## config.mk

```make
export PLATFORM = sky130hd
export DESIGN_NAME = rst_seq_flat
export DESIGN_NICKNAME = d
export VERILOG_FILES = /design/src/rtl/rst_seq_pkg.sv /design/src/rtl/rst_seq_if.sv /design/src/rtl/rst_seq_sync_bit.sv /design/src/rtl/rst_seq.sv /design/src/flat_wrapper.sv
export SDC_FILE = /design/constraint.sdc
export NUM_CORES = 1
export LEC_CHECK = 0
export BUFFER_PORTS_ARGS = -buffer_cell sky130_fd_sc_hd__buf_2
export CORE_MARGIN = 5
export CORE_UTILIZATION = 54
export CTS_CLUSTER_SIZE = 30
export DETAILED_ROUTE_END_ITERATION = 7
export PLACE_DENSITY = 0.78
export SLEW_MARGIN = 15
export SYNTH_ARGS = -nofsm -noshare
export SYNTH_HDL_FRONTEND = slang
export SYNTH_HIERARCHICAL = 1
export SYNTH_SLANG_ARGS = --single-unit
```

## constraint.sdc

```tcl
create_clock -name sys_clk -period 2.15 [get_ports sys_clk]
set_clock_uncertainty 0.05 [all_clocks]
set_input_delay 0.5375 -clock sys_clk [delete_from_list [all_inputs] [get_ports sys_clk]]
set_output_delay 0.5375 -clock sys_clk [all_outputs]
set_load 0.02 [all_outputs]
```

## src/rtl/rst_seq_pkg.sv

```systemverilog
// Shared types and constants for the reset sequencer.
package rst_seq_pkg;

  typedef enum logic [1:0] {
    ASSERT,
    RELEASE,
    DONE
  } seq_state_e;

  localparam int RST_CNT_W = 8;
  localparam logic [RST_CNT_W-1:0] RST_CNT_MAX = 8'd255;

  // Width of the interval counter: wide enough for the longer of hold and gap.
  function automatic int cnt_width(input int hold_cyc, input int gap_cyc);
    int longest;
    longest = (hold_cyc > gap_cyc) ? hold_cyc : gap_cyc;
    return $clog2(longest + 1);
  endfunction

endpackage

```

## src/rtl/rst_seq_if.sv

```systemverilog
// Request/status bundle between the reset sequencer and its environment.
interface rst_seq_if
  import rst_seq_pkg::*;
#(
  parameter int N_CH = 4
);

  logic                 ext_rst_n;
  logic                 soft_rst_req;
  logic [N_CH-1:0]      ch_rst_n;
  logic                 seq_busy;
  logic                 seq_done;
  logic [RST_CNT_W-1:0] rst_count;

  modport master (
    output ext_rst_n, soft_rst_req,
    input  ch_rst_n, seq_busy, seq_done, rst_count
  );

  modport slave (
    input  ext_rst_n, soft_rst_req,
    output ch_rst_n, seq_busy, seq_done, rst_count
  );

endinterface

```

## src/rtl/rst_seq_sync_bit.sv

```systemverilog
// Single-bit flop-chain synchroniser with synchronous active-low reset.
module sync_bit #(
  parameter int   STAGES  = 2,
  parameter logic RST_VAL = 1'b1
) (
  input  logic clk,
  input  logic rst_n,
  input  logic d,
  output logic q
);

  logic [STAGES-1:0] ff;

  // Shift the asynchronous input through the chain; reset parks it at RST_VAL.
  always_ff @(posedge clk) begin
    if (!rst_n) begin
      ff <= {STAGES{RST_VAL}};
    end else begin
      ff <= {ff[STAGES-2:0], d};
    end
  end

  assign q = ff[STAGES-1];

endmodule

```

## src/rtl/rst_seq.sv

```systemverilog
// Reset sequencer: asserts all channel resets together, then releases them
// one by one in index order after a hold interval, spaced by a gap interval.
module rst_seq
  import rst_seq_pkg::*;
#(
  parameter int N_CH        = 4,
  parameter int HOLD_CYC    = 16,
  parameter int GAP_CYC     = 8,
  parameter int SYNC_STAGES = 2
) (
  input  logic     sys_clk,
  input  logic     sys_rst_n,
  rst_seq_if.slave bus
);

  localparam int CNT_W = cnt_width(HOLD_CYC, GAP_CYC);
  localparam int IDX_W = (N_CH > 1) ? $clog2(N_CH) : 1;

  seq_state_e           state;
  logic [CNT_W-1:0]     cnt;
  logic [IDX_W-1:0]     idx;
  logic [N_CH-1:0]      ch_mask;
  logic                 busy;
  logic                 done;
  logic [RST_CNT_W-1:0] count;
  logic                 req_last;
  logic                 ext_sync;
  logic                 req;

  sync_bit #(
    .STAGES  (SYNC_STAGES),
    .RST_VAL (1'b1)
  ) u_ext_sync (
    .clk   (sys_clk),
    .rst_n (sys_rst_n),
    .d     (bus.ext_rst_n),
    .q     (ext_sync)
  );

  assign req = bus.soft_rst_req | ~ext_sync;

  // Sequencer FSM; every output is a flop, restart requests override counting.
  always_ff @(posedge sys_clk) begin
    if (!sys_rst_n) begin
      state    <= ASSERT;
      cnt      <= '0;
      idx      <= '0;
      ch_mask  <= '0;
      busy     <= 1'b1;
      done     <= 1'b0;
      count    <= '0;
      req_last <= 1'b0;
    end else begin
      req_last <= req;
      done     <= 1'b0;
      // A held request counts once; the counter sticks at its maximum.
      if (req && !req_last && (count != RST_CNT_MAX)) begin
        count <= count + RST_CNT_W'(1);
      end
      if (req) begin
        state   <= ASSERT;
        cnt     <= '0;
        idx     <= '0;
        ch_mask <= '0;
        busy    <= 1'b1;
      end else begin
        case (state)
          ASSERT: begin
            if (cnt == CNT_W'(HOLD_CYC - 1)) begin
              cnt        <= '0;
              ch_mask[0] <= 1'b1;
              if (N_CH == 1) begin
                state <= DONE;
                done  <= 1'b1;
                busy  <= 1'b0;
              end else begin
                state <= RELEASE;
                idx   <= IDX_W'(1);
              end
            end else begin
              cnt <= cnt + CNT_W'(1);
            end
          end
          RELEASE: begin
            if (cnt == CNT_W'(GAP_CYC - 1)) begin
              cnt          <= '0;
              ch_mask[idx] <= 1'b1;
              idx          <= idx + IDX_W'(1);
              if (idx == IDX_W'(N_CH - 1)) begin
                state <= DONE;
                done  <= 1'b1;
                busy  <= 1'b0;
              end
            end else begin
              cnt <= cnt + CNT_W'(1);
            end
          end
          default: begin
            state <= DONE;
          end
        endcase
      end
    end
  end

  assign bus.ch_rst_n  = ch_mask;
  assign bus.seq_busy  = busy;
  assign bus.seq_done  = done;
  assign bus.rst_count = count;

endmodule

```

## src/flat_wrapper.sv

```systemverilog
// flat-port wrapper written by rule: the top's interface ports become plain ports
module rst_seq_flat import rst_seq_pkg::*;
#(
  parameter int N_CH        = 4,
  parameter int HOLD_CYC    = 16,
  parameter int GAP_CYC     = 8,
  parameter int SYNC_STAGES = 2
)
  (sys_clk, sys_rst_n, bus_ext_rst_n, bus_soft_rst_req, bus_ch_rst_n, bus_seq_busy, bus_seq_done, bus_rst_count);
  rst_seq_if #(.N_CH(N_CH)) bus_i ();
  input  logic sys_clk;
  input  logic sys_rst_n;
  input wire logic [$bits(bus_i.ext_rst_n)-1:0] bus_ext_rst_n;
  input wire logic [$bits(bus_i.soft_rst_req)-1:0] bus_soft_rst_req;
  output wire logic [$bits(bus_i.ch_rst_n)-1:0] bus_ch_rst_n;
  output wire logic [$bits(bus_i.seq_busy)-1:0] bus_seq_busy;
  output wire logic [$bits(bus_i.seq_done)-1:0] bus_seq_done;
  output wire logic [$bits(bus_i.rst_count)-1:0] bus_rst_count;
  assign bus_i.ext_rst_n = bus_ext_rst_n;
  assign bus_i.soft_rst_req = bus_soft_rst_req;
  assign bus_ch_rst_n = bus_i.ch_rst_n;
  assign bus_seq_busy = bus_i.seq_busy;
  assign bus_seq_done = bus_i.seq_done;
  assign bus_rst_count = bus_i.rst_count;
  rst_seq #(.N_CH(N_CH), .HOLD_CYC(HOLD_CYC), .GAP_CYC(GAP_CYC), .SYNC_STAGES(SYNC_STAGES)) u_core (.sys_clk(sys_clk), .sys_rst_n(sys_rst_n), .bus(bus_i));
endmodule
```

# After elaboration in Yosys (flattened, before gate mapping)
# Cells that the tools add are included.
[word_totals] ff_bits=26 input_bits=4 output_inout_bits=14 wordCells=56
[classes] addsub=3 order_cmp=2 n_eq_ne=8 muxes=15 bitwise_logic=6 reduce_logical=12
[op_table] op="$mux W5" count=2
[op_table] op="$pmux W5 S2" count=1
[op_table] op="$reduce_and A3 Y1" count=3
[op_table] op="$add A8 B1 Y8 const B" count=1
[op_table] op="$mux W2" count=4
[op_table] op="$ne A8 B8 Y1 const B" count=1
[op_table] op="$pmux W2 S2" count=2
[op_table] op="$ne A2 B1 Y1 const B" count=3
[op_table] op="$add A5 B1 Y5 const B" count=1
[op_table] op="$eq A5 B3 Y1 const B" count=1
[op_table] op="$eq A5 B4 Y1 const B" count=1
[op_table] op="$mux W1" count=4
[op_table] op="$not A1 Y1" count=4
[op_table] op="$or A4 B4 Y4" count=1
[op_table] op="$reduce_or A4 Y1" count=1
[op_table] op="$logic_and A1 B1 Y1" count=3
[op_table] op="$lt A2 B3 Y1 const B" count=1
[op_table] op="$add A2 B1 Y2 const B" count=1
[op_table] op="$demux W1 S2" count=1
[op_table] op="$eq A2 B1 Y1 const B" count=1
[op_table] op="$eq A2 B2 Y1 const B" count=1
[op_table] op="$ge A2 B1 Y1 const B" count=1
[op_table] op="$logic_not A2 Y1" count=1
[op_table] op="$pmux W1 S2" count=1
[op_table] op="other kinds (5)" count=5

# Logic depth before layout (Yosys ltp)
[logic_depth] word_depth=7 ltp_mapped=8 depth_no_buf=8

# Hierarchy
# Netlist, hierarchy kept.
[by_module_without_submodules] mod="rst_seq" n_inst=1 cells_per_inst=127 area_each_um2=1117.3 seq_area_each_um2=480.5
[by_module_without_submodules] mod="sync_bit" n_inst=1 cells_per_inst=4 area_each_um2=52.6 seq_area_each_um2=40.0

# Least setup slack after synthesis
# Ideal clock, no wire load.
[synth_timing] path_type="flip-flop to flip-flop" from="register u_core.cnt[0]" to="register u_core.cnt[3]" setup_time_ns=0.074 t_arrival_ns=1.760 required_ns=2.026 path_slack_ns=0.266 stages_incl_launch_ff=9 n_path_buf=0 synth_period_minus_slack_ns=1.884 cell_sequence="dfxtp_1 ha_1 nand3_1 inv_1 ha_1 nor2b_1 a21o_1 or4_1 a31oi_1"
[synth_between] elab_chain_cells=3 elab_cells_between_ends=6 cone_classes="add/sub: 1; eq/ne: 2; mux: 3"
[synth_lines] item="start, declared" line="rst_seq.sv:20" rtl="logic [CNT_W-1:0] cnt;"
[synth_lines] item="start signal, assigned" line="rst_seq.sv:81" rtl="cnt <= cnt + CNT_W'(1);"
[synth_lines] item="start signal, assigned" line="rst_seq.sv:95" rtl="cnt <= cnt + CNT_W'(1);"
[synth_lines] item="$add A5 B1 Y5 (tied with other cells)" line="rst_seq.sv:81, rst_seq.sv:95"
[synth_lines] item="$mux W5, on equally long branches" line="rst_seq.sv:85, rst_seq.sv:69"
[synth_lines] item="$pmux W5 S2 (*)" line="rst_seq.sv:67" rtl="case (state)"
# Every way passes the cells marked *; elsewhere a longest branch is shown, timed or not.
# A chain may end at the register's enable or synchronous reset.

# Final worst setup path
# Same ends and word-level chain as after synthesis.

==> impl_metrics.ini <==
[status]
outcome = complete, no violations

[clock_tree]
cts.path.max_buffers = 2
cts.clk_slew.worst_paths_ns = 0.14
clock_sink_count = 26
htree_num_levels = 1
numCtsBuffers = 3
cts_post_setup_buffers_inserted = 0
cts.root.buffer_cell = sky130_fd_sc_hd__clkbuf_4
worst_skew_pair.late_latency_ns = 0.32
cts_tree = built

[placed_design]
placed_cells = 173
dp.final_hpwl_mm = 1.59
gp_congestion = 0.730
placement.io_buffers = 17
placedInstanceArea_um2 = 1280

[global_routing]
grt_util_met1_pct = 19.2
grt_first_pass_wirelength_mm = 3.97
gr-usage-all-layers_pct = 15.4
global_route_met3_usage_pct = 4.82
grt.busiest_layer = met2
grt_max_degree = 16
first_global_vias = 922
gr-total-overflow = 0
groute.layer.met2.usage_pct = 24.4
grt_antenna_before_repair = 0

[worst_setup_path]
worst_setup_path_startpoint = u_core/cnt[0]
critPathKind = reg2reg
crit_end = u_core/cnt[3]
category_of_the_worst_setup_path_capture_point = flop
worstRegToRegCells = 8
critical_path.most_common_cell = sky130_fd_sc_hd__ha_1
worst_setup_path_start_kind = flop
worst-path-max-fanout = 4
critical_path.top_delay_family = simple AND/OR/NAND/NOR gates
cp_data_required_time_ns = 2.37
crit-reg2reg-launch = u_core/cnt[0]
worst_path_largest_cell_delay_ns = 0.46
total_number_of_cells_along_the_worst_setup_path = 8
crit_path_top_delay_cell = sky130_fd_sc_hd__or4_1
timing.critical_path.buf_inv = 1
crit_arrival_ns = 2.20
cp_cell_sequence = ha_1 -> nand3_2 -> inv_1 -> ha_1 -> nor2b_1 -> a21o_1 -> or4_1 -> a31oi_1
r2r_end = u_core/cnt[3]
ff2ff_setup_slack_ns = 0.16

[power_and_ir_drop]
peakVddDrop_mv = 0.623
power.switching_mw = 0.183
design_power_total_mw = 0.882
power_report.internal_total_mw = 0.699
power-per-cell-area_nw_per_um2 = 660
share_clk_of_total_power_pct = 38.0
share_comb_of_total_power_pct = 5.4
leak_pwr_nw = 0.567
p_sw_share_pct = 20.8
share_seq_of_total_power_pct = 56.6

[synth]
post_synth_instance_area_um2 = 1170
seq_total_area_yosys_pct = 44.5
post-synth-top-count-cell = sky130_fd_sc_hd__dfxtp_1
synthTopCellsByArea = sky130_fd_sc_hd__dfxtp_1 (44%), sky130_fd_sc_hd__ha_1 (8.6%), sky130_fd_sc_hd__a21oi_1 (5.1%)
syn-mean-instance-area_um2 = 8.93
synthArstFlopShare_pct = 0
synth_cell_type_count = 32
synth-warning-count = 6
synth.top_cell.area_share_pct = 44.5
synth.top_cells.by_count = sky130_fd_sc_hd__dfxtp_1 (26), sky130_fd_sc_hd__nor2_1 (13), sky130_fd_sc_hd__a21oi_1 (12)
synth_enable_flop_cells = 0
most_frequently_used_flop_master_after_synthesis = sky130_fd_sc_hd__dfxtp_1
syn_inst = 131
postSynthRegisterBits = 26
number_of_nets_produced_by_synthesis = 143
synth.largest_area_cell = sky130_fd_sc_hd__dfxtp_1

[sta]
slew_headroom_pct = 73.6
period_needed_ns = 1.99
fin_hold_ws_ns = 0.329
rsz0062_at_grt = false
timing_max_transition_violations_final = 0
setup_viol = 0
final-hold-violation-count = 0
timing.setup.tns_ns = 0
maxClockFrequency_ghz = 0.504
tightestPinTransition_ns = 0.396
final_min_period_over_clock_period_pct = 92.3

[floorplan]
floorplan.die.width_um = 56.5
floorplan.initialDensity_pct = 57.9
core-area_um2 = 2020
rows = 16
ios = 18
dieHeight_um = 56.5
die_area_um2 = 3200

[routing]
dr_total_vias = 975
number_of_detailed_route_iterations_in_the_first_pass = 4
route.detailed.vias_per_inst = 5.51
number_of_design_rule_violations_left_by_the_first_detailed_router_iteration = 5
route.detailed.drc = 0
antenna_left = 0
totalWireLength_mm = 2.27
post_drt_wl_per_cell_um = 12.8

[finish]
final_layout_size_suffix_gt1_share_pct = 18.0
post-route-cell-area_um2 = 1340
syn2layout_area_growth_pct = 14.2
nNetsFinal = 163
insertedDiodeCount = 0
post_layout_nonfiller_instances = 177

[min_path]
hold_class = in2reg

[job]
cap_viol_max_count = 0
## cell usage in the layout (no fill, tap or decap), types with 2 or more instances in the layout
| cell | n |
|---|---|
| sky130_fd_sc_hd__mux2i_1 | 2 |
| sky130_fd_sc_hd__or4_1 | 4 |
| sky130_fd_sc_hd__buf_2 | 17 |
| sky130_fd_sc_hd__a31oi_1 | 2 |
| sky130_fd_sc_hd__nor2_1 | 13 |
| sky130_fd_sc_hd__dfxtp_1 | 25 |
| sky130_fd_sc_hd__clkbuf_4 | 3 |
| sky130_fd_sc_hd__or3_1 | 3 |
| sky130_fd_sc_hd__nand2_1 | 8 |
| sky130_fd_sc_hd__o21ai_0 | 5 |
| sky130_fd_sc_hd__nand2b_1 | 3 |
| sky130_fd_sc_hd__and3_1 | 2 |
| sky130_fd_sc_hd__a211oi_1 | 3 |
| sky130_fd_sc_hd__inv_1 | 7 |
| sky130_fd_sc_hd__nor2b_1 | 3 |
| sky130_fd_sc_hd__nand3_1 | 7 |
| sky130_fd_sc_hd__ha_1 | 8 |
| sky130_fd_sc_hd__nand4_1 | 2 |
| sky130_fd_sc_hd__o31ai_1 | 3 |
| sky130_fd_sc_hd__buf_4 | 3 |
| sky130_fd_sc_hd__a21oi_1 | 12 |
## flip-flops by register name, indices dropped and copies added, names as in the netlist
signal / count
u_core/cnt: 5
u_core/idx: 2
u_core/bus.ch_rst_n: 4
u_core/req_last: 1
u_core/bus.rst_count: 8
u_core/bus.seq_busy: 1
u_core/u_ext_sync/ff: 2
u_core/bus.seq_done: 1
u_core/state: 2
## worst reg2reg max path: cells and delay by family, from the launching register on
kind                       cells  cell delay, ns
and+or+nand+nor                3            0.72
AOI/OAI and AO/OA              2            0.32
buffers and inverters          1            0.05
adders and majority gates      2            0.43
DFF                            1            0.36
## cells by family after synthesis
family | Yosys count | synth area share (%)
DFF | 26 | 44.5
muxes | 2 | 1.71
AOI/OAI and AO/OA | 28 | 14.2
adders and majority gates | 8 | 8.56
buffers and inverters | 13 | 5.45
xor gates and xnor gates | 2 | 1.50
and+or+nand+nor | 52 | 24.1
## power groups by stage
stage / Clock [mW] / Combinational [mW] / Sequential, mW
final: 0.335 / 0.0477 / 0.499
after global routing: 0.366 / 0.0539 / 0.501
after CTS: 0.342 / 0.0486 / 0.499
after detailed placement: 0 / 0.0485 / 0.509
after global placement: 0 / 0.0459 / 0.509
after floorplan: 0 / 0.0282 / 0.513
## per-layer routing
metal | vias up | part of all wire, %
li1 | 502 | -
met3 | 5 | 5.1
met1 | 452 | 47
met4 | 0 | 1.4
met5 | - | 0
met2 | 16 | 46
## layout make-up
class / instances / area, um^2
well taps: 27 / 33.8
repair buffers: 20 / 108
fillers: 176 / 686
flip-flops and latches: 26 / 522
clock inverters: 1 / 30.0
clock buffers: 3 / 22.5
inverters: 8 / 30.0
multi-input cells: 92 / 591
## repair_timing
item,CTS,global route
gates resized for setup,0,2
endpoints found under the setup margin,0,1
endpoints found under the hold margin,0,0
hold buffers,0,0
## through the flow
| stage | setup WS [ns] | util [%] |
|---|---|---|
| 4_1_cts | 0.113 | 65.8 |
| 6_report | 0.165 | 66.1 |
| 3_3_place_gp | 0.190 | 63.2 |
| 3_5_place_dp | 0.135 | 63.2 |
| 5_1_grt | 0.0333 | 66.1 |
| 2_1_floorplan | 0.266 | - |
## worst min-delay path by stage
| stage | startpoint | depth (start not counted) | endpoint |
|---|---|---|---|
| final | bus_ext_rst_n | 2 | u_core/u_ext_sync/ff[0] |
| after CTS | bus_ext_rst_n | 2 | u_core/u_ext_sync/ff[0] |
| after detailed placement | u_core/u_ext_sync/ff[0] | 1 | u_core/u_ext_sync/ff[1] |
| after floorplan | u_core/u_ext_sync/ff[0] | 1 | u_core/u_ext_sync/ff[1] |
| after global routing | bus_ext_rst_n | 2 | u_core/u_ext_sync/ff[0] |
| after global placement | u_core/u_ext_sync/ff[0] | 1 | u_core/u_ext_sync/ff[1] |
No activity file was read; power rests on OpenSTA's default activity.
